--- src/rtl/bit_serializer.sv ---
// Parallel-to-serial converter with a small circular input FIFO feeding a shift FSM.
// Latency: a word pushed into an empty, idle block shows its first bit on x one edge later.
// Backpressure: in_ready drops while the FIFO is full; words then back-to-back with no gap bits.
module bit_serializer #(
  parameter int DATA_W    = 8,
  parameter int DEPTH     = 4,
  parameter bit MSB_FIRST = 1'b1,
  parameter bit IDLE_BIT  = 1'b0
) (
  input  logic                         clk,
  input  logic                         rst,
  input  logic [DATA_W-1:0]            in_data,
  input  logic                         in_valid,
  output logic                         in_ready,
  output logic                         x,
  output logic                         x_valid,
  output logic                         frame_start,
  output logic                         busy,
  output logic [$clog2(DEPTH+1)-1:0]   level
);

  localparam int PTR_W = (DEPTH > 1) ? $clog2(DEPTH) : 1;
  localparam int LVL_W = $clog2(DEPTH+1);
  localparam int CNT_W = (DATA_W > 1) ? $clog2(DATA_W) : 1;

  typedef enum logic {S_IDLE, S_SHIFT} state_t;

  logic [DATA_W-1:0] mem_q [DEPTH];
  logic [PTR_W-1:0]  wr_ptr_q, wr_ptr_d;
  logic [PTR_W-1:0]  rd_ptr_q, rd_ptr_d;
  logic [LVL_W-1:0]  level_q, level_d;

  state_t            state_q;
  logic [CNT_W-1:0]  cnt_q;
  logic [DATA_W-1:0] sh_q;
  logic              x_q, x_valid_q, frame_start_q;

  logic              full, empty, push, pop, last_bit;
  logic [DATA_W-1:0] head, head_rest, sh_rest;
  logic              head_bit, sh_bit;

  assign full     = (level_q == LVL_W'(DEPTH));
  assign empty    = (level_q == '0);
  assign in_ready = !full && !rst;
  assign push     = in_valid && in_ready;
  assign last_bit = (cnt_q == CNT_W'(DATA_W-1));
  // The shifter only ever pops a word that is already stored; no pass-through.
  assign pop      = !empty && ((state_q == S_IDLE) || last_bit);

  assign head      = mem_q[rd_ptr_q];
  assign head_bit  = MSB_FIRST ? head[DATA_W-1] : head[0];
  assign head_rest = MSB_FIRST ? (head << 1) : (head >> 1);
  assign sh_bit    = MSB_FIRST ? sh_q[DATA_W-1] : sh_q[0];
  assign sh_rest   = MSB_FIRST ? (sh_q << 1) : (sh_q >> 1);

  // Next-state for pointers and occupancy; simultaneous push and pop leaves level unchanged.
  always_comb begin
    wr_ptr_d = wr_ptr_q;
    rd_ptr_d = rd_ptr_q;
    level_d  = level_q;
    if (push) wr_ptr_d = wr_ptr_q + PTR_W'(1);
    if (pop)  rd_ptr_d = rd_ptr_q + PTR_W'(1);
    if (push && !pop)      level_d = level_q + LVL_W'(1);
    else if (pop && !push) level_d = level_q - LVL_W'(1);
  end

  // FIFO storage; data needs no reset since level gates every read.
  always_ff @(posedge clk) begin
    if (push) mem_q[wr_ptr_q] <= in_data;
  end

  // FIFO pointers and occupancy, flushed by reset.
  always_ff @(posedge clk or posedge rst) begin
    if (rst) begin
      wr_ptr_q <= '0;
      rd_ptr_q <= '0;
      level_q  <= '0;
    end else begin
      wr_ptr_q <= wr_ptr_d;
      rd_ptr_q <= rd_ptr_d;
      level_q  <= level_d;
    end
  end

  // Shifter FSM with registered serial outputs; the last bit of a word reloads directly.
  always_ff @(posedge clk or posedge rst) begin
    if (rst) begin
      state_q       <= S_IDLE;
      cnt_q         <= '0;
      sh_q          <= '0;
      x_q           <= IDLE_BIT;
      x_valid_q     <= 1'b0;
      frame_start_q <= 1'b0;
    end else begin
      case (state_q)
        S_IDLE: begin
          if (pop) begin
            state_q       <= S_SHIFT;
            cnt_q         <= '0;
            sh_q          <= head_rest;
            x_q           <= head_bit;
            x_valid_q     <= 1'b1;
            frame_start_q <= 1'b1;
          end
        end
        S_SHIFT: begin
          if (!last_bit) begin
            cnt_q         <= cnt_q + CNT_W'(1);
            sh_q          <= sh_rest;
            x_q           <= sh_bit;
            frame_start_q <= 1'b0;
          end else if (pop) begin
            cnt_q         <= '0;
            sh_q          <= head_rest;
            x_q           <= head_bit;
            frame_start_q <= 1'b1;
          end else begin
            state_q       <= S_IDLE;
            cnt_q         <= '0;
            x_q           <= IDLE_BIT;
            x_valid_q     <= 1'b0;
            frame_start_q <= 1'b0;
          end
        end
        default: begin
          state_q       <= S_IDLE;
          cnt_q         <= '0;
          x_q           <= IDLE_BIT;
          x_valid_q     <= 1'b0;
          frame_start_q <= 1'b0;
        end
      endcase
    end
  end

  assign x           = x_q;
  assign x_valid     = x_valid_q;
  assign frame_start = frame_start_q;
  assign busy        = x_valid_q || !empty;
  assign level       = level_q;

endmodule
--- config.mk ---
export PLATFORM = sky130hd
export DESIGN_NAME = bit_serializer
export DESIGN_NICKNAME = d
export VERILOG_FILES = /design/src/rtl/bit_serializer.sv
export SDC_FILE = /design/constraint.sdc
export NUM_CORES = 1
export LEC_CHECK = 0
export CORE_UTILIZATION = 44
export CTS_CLUSTER_DIAMETER = 120
export DETAILED_ROUTE_END_ITERATION = 8
export GPL_TIMING_DRIVEN = 0
export HOLD_SLACK_MARGIN = 0.08
export PLACE_DENSITY = 0.66
export SETUP_SLACK_MARGIN = 0.15
export SYNTH_ARGS = -nofsm -noshare
export SYNTH_HDL_FRONTEND = slang
export SYNTH_SLANG_ARGS = --single-unit
export TNS_END_PERCENT = 5
--- constraint.sdc ---
create_clock -name clk -period 2.42 [get_ports clk]
set_input_delay 0.484 -clock clk [delete_from_list [all_inputs] [get_ports clk]]
set_output_delay 0.484 -clock clk [all_outputs]
set_load 0.005 [all_outputs]
# After elaboration in Yosys (flattened, before gate mapping)
# Memory sizes are Yosys's and may differ from the RTL's.
# Index checks and enable logic that the tools add are counted.
# Widths: inputs -> output; s select.
# op_classes
mux,23
multipliers,0
n_div,0
shift,0
reduce_logical,15
add_sub_neg,5
n_eq_ne,5
n_bitwise,1
n_lt_le_gt_ge,0
# ops
operator,count
$mux 8,2
$pmux 8 s2,1
$mux 3,4
$mux 1,11
$pmux 1 s2,4
$add 3x1->3 const B,2
$eq 3x3->1 const B,2
$pmux 3 s2,1
$logic_and 1x1->1,5
$logic_not 1->1,5
$add 2x1->2 const B,2
$ne 2x2->1 const B,2
$logic_not 3->1,1
$reduce_and 3->1,1
$sub 3x1->3 const B,1
$logic_or 1x1->1,2
$ne 2x1->1 const B,1
$reduce_bool 2->1,1
$not 1->1,1
# word_totals
regBits,22
in_bits,11
out_inout_bits,8
rom_bits,0
latch_bits,0
n_memories,1
wordCells,59
ramBits,32
# mem_list
memory,depth,word_bits,read_ports,rd_clocked_by_memory_dff,write_ports,line,rtl
mem_q,4,8,1,0,1,28,logic [DATA_W-1:0] mem_q [DEPTH];

# Depth between registers and ports, before layout
# depth
ltp_word,8
mapped_depth,10

# Worst setup path before layout
# No wires, ideal clock.
# synth_timing
kind,register to register
from,reg cnt_q[0]
to,"reg level_q[2], in the netlist level[2]"
required_ps,2340
arrival_time_ps,2020
path_stages_with_launch,11
synth_period_minus_slack_ps,2100
setup_slack_ps,320
path_buffers,0
cell_sequence,dfrtp_1 -> ha_1 -> ha_1 -> nand2b_1 -> nand2_1 -> ha_1 -> inv_1 -> fa_1 -> xor2_1 -> nor2_1 -> xor2_1
# synth_between
elab_chain_cells,6
word_cells_on_any_way,8
classes_between,eq/ne (1); mux (1); reduce/logical (6)
# synth_rtl
item,line,rtl
start: declaration,34,logic [CNT_W-1:0] cnt_q;
start signal: assignment,108,cnt_q <= cnt_q + CNT_W'(1);
$eq 3x3->1 (*),46,assign last_bit = (cnt_q == CNT_W'(DATA_W-1));
$logic_or 1x1->1 (*),48,assign pop = !empty && ((state_q == S_IDLE) || last_bit);
$logic_and 1x1->1 (*),48,
$logic_not 1->1,63,if (push && !pop) level_d = level_q + LVL_W'(1);
$logic_and 1x1->1,63,
$mux 3 / $reduce_bool 2->1 (equally long branches),n/a,
end signal: assignment,81,level_q <= level_d;
end: declaration,31,"logic [LVL_W-1:0] level_q, level_d;"
# Every way passes the cells marked *; elsewhere a longest branch is shown, timed or not.
# A chain may end at the register's enable or synchronous reset.

# Final worst setup path
# layout_timing
from,"reg level_q[2], in the netlist level[2]"
to,out busy
# layout_between
elab_chain_cells,3
# layout_rtl
item,line,rtl
$logic_not 3->1,43,assign empty = (level_q == '0);
$logic_not 1->1,139,assign busy = x_valid_q || !empty;
$logic_or 1x1->1,139,
end: declaration,18,"output logic busy,"
# Every way passes these cells.

==> impl_metrics.yaml <==
detailed_routing:
  vias: 1273
  wirelength_um: 3710
  first_pass_iters: 4
  drtIter0Drc: 95
  wl_per_cell_um: 15.02
  drc: 0
  drtAntennaViolNets: 0
  viasPerCell: 5.154
die:
  coreArea_um2: 4817
  rows: 25
  fp.dieH_um: 73.37
  ios: 19
  start_util_pct: 46.52
  dieArea_um2: 5382
  die_w_um: 73.37
clock_tree:
  cts_inserted_buffers: 5
  tritoncts: "yes"
  clkSinkCount: 54
  path_clk_slew_ns: 0.09
  clock_path_buffers: 2
  holdBufCountCts: 0
  insertion_delay_ns: 0.30
  ctsRootBufferMaster: "clkbuf_8"
  htreeDepth: 2
global_route:
  grt_overflow: 0
  grt_pass1_wl_um: 6085
  gr-usage-all-layers_pct: 16.02
  antenna_found_initial: 0
  first_global_vias: 1287
  grt_max_degree: 23
hold_path:
  hp-class: "reg2reg"
  hold_depth: 2
layout:
  fillers: 402
  drive_above_1_share_pct: 17.22
  post-route-util_pct: 55.74
  diodes: 0
  nNetsFinal: 198
  fin_cells: 247
  syn_to_final_growth_pct: 19.82
pwr:
  peakVddDrop_uv: 526.6
  power_density_nw_per_um2: 1147
  p_leak_nw: 1.029
critical_path:
  r2r_cells: 10
  crit_fanout: 7
  setup.worst_path.end_class: "output port"
  cp.arrival_ns: 1.68
  crit_type: "reg2out"
  start_kind: "flip-flop"
  required_ns: 1.94
sta:
  maxSlewHeadroom_pct: 45.06
  setup-violations-final: 0
  hold_violations: 0
  whs_ns: 0.4895
  finClkSkew_ns: 0.01053
  drv_slew: 0
  fin_crit_sh_pct: 89.32
  period_minus_slack_ns: 2.162
  max_freq_mhz: 462.6
  worst_pin_slew_ns: 0.8232
  rsz0062_at_grt: "false"
run_status:
  status: "finished clean"
synth:
  yosysWarningCount: 0
  ys_types: 28
  synth-seq-area-share_pct: 67.45
  synthArstFlopShare_pct: 40.74
  yosysMostFrequentCell: "edfxtp_1"
  synthFlopType: "edfxtp_1"
  syn_avg_cell_area_um2: 14.74
  ys_ff_latch: 54
  synth_commonest_cells: "edfxtp_1, dfrtp_1, nand2_1"
  syn-num-nets: 171
  yosysTopAreaCell: "edfxtp_1"
  syn_area_um2: 2241
  synth_top_area_share_pct: 42.88
  synth_edf_count: 32
  synth.area.top_cells: "edfxtp_1, dfrtp_1, mux4_2"
  synth_cells: 152
job:
  maxCapViolations: 0
placement:
  dp.final_hpwl_um: 2649
  finalWeightedCongestion: 0.6976
  dpl.cell_count: 237
  port-buffer-count: 18
-- worst max-delay path: stages (launching register included) --
cell             delay [ns]
dfrtp_2                0.48
nor3_2                 0.37
nand2b_1               0.09
clkdlybuf4s50_1        0.45
-- stage by stage --
step,TNS (ns),cell area [um^2],total power [mW],worst slack [ns]
final,0,2685,3.080,0.2585
after CTS,0,2666,3.099,0.1563
after detailed placement,-0.2888,2505,2.391,-0.1890
after floorplan,0,2241,2.026,0.3202
after global routing,0,2685,3.284,0.1526
after global placement,-0.07470,2505,2.309,-0.05398
-- metal layers --
| metal | vias to the layer above | track usage (%) | wire length (um) |
|---|---|---|---|
| met2 | 26 | 27.37 | 1929 |
| li1 | 594 | - | - |
| met1 | 646 | 18.94 | 1583 |
| met5 | - | 0 | 0 |
| met4 | 0 | 6.410 | 41 |
| met3 | 7 | 4.938 | 156 |
-- what timing repair did --
item | in CTS | in global routing
hold endpoints to repair | 0 | 0
pin swaps | 2 | 1
setup endpoints to repair | 2 | 2
setup buffers | 1 | 1
gates resized for setup | 5 | 2
-- cell type report --
cell class	count	area [um^2]	share of cell area, %
clock inverter	3	68.82	2.563
timing repair buffer	20	195.2	7.269
multi-input combinational	85	700.7	26.10
inverter	6	22.52	0.8388
sequential	54	1514	56.38
tap	67	83.83	3.122
clock buffer	5	68.82	2.563
buffer	7	31.28	1.165
-- cell usage in the layout, fill, tap and decap left out, types with 2 or more instances in the layout --
| cell type | netlist | routed |
|---|---|---|
| clkbuf_8 | 0 | 5 |
| clkdlybuf4s50_1 | 0 | 18 |
| o21ai_0 | 3 | 3 |
| a21oi_1 | 16 | 16 |
| xnor2_1 | 4 | 4 |
| edfxtp_1 | 32 | 32 |
| dfrtp_2 | 0 | 2 |
| dfrtp_1 | 22 | 20 |
| and2_1 | 4 | 4 |
| ha_1 | 7 | 5 |
| clkbuf_1 | 3 | 3 |
| bufinv_16 | 0 | 2 |
| mux4_2 | 8 | 8 |
| buf_4 | 0 | 2 |
| xor2_1 | 2 | 2 |
| nand2_1 | 17 | 16 |
| buf_2 | 4 | 4 |
| inv_1 | 6 | 6 |
| nor2_1 | 9 | 9 |
-- flip-flops by register name, summed over array words and instances (netlist names) --
name / count
cnt_q: 3
frame_start: 1
level: 3
mem_q: 32
rd_ptr_q: 2
sh_q: 8
state_q: 1
wr_ptr_q: 2
x: 1
x_valid: 1
-- where the power goes --
group / total [mW] / internal (mW) / switching, mW
Combinational: 1.03 / 0.516 / 0.509
Sequential: 1.36 / 1.21 / 0.151
Clock: 0.693 / 0.414 / 0.279
Total: 3.08 / 2.14 / 0.939
-- worst paths after layout --
| kind | end | slack [ns] | from |
|---|---|---|---|
| max | busy | 0.26 | level[2] |
| min | frame_start | 0.49 | frame_start |
| max reg2reg | level[2] | 0.26 | cnt_q[0] |
| min reg2reg | frame_start | 0.49 | frame_start |
| max in group asynchronous | level[0] | 1.10 | rst |
| min in group asynchronous | wr_ptr_q[1] | 0.76 | rst |
-- cell families after synthesis --
logic type,after synthesis,share of synthesized area [%]
flip-flops,54,67.45
AND/OR/NAND/NOR,38,7.817
adder cells (fa/ha/maj),8,4.802
buffers and inverters,13,2.401
XOR/XNOR,6,2.345
multiplexers,10,9.045
AO/OA/AOI/OAI,23,6.142
Note: power is estimated with default switching activity, not from simulation.
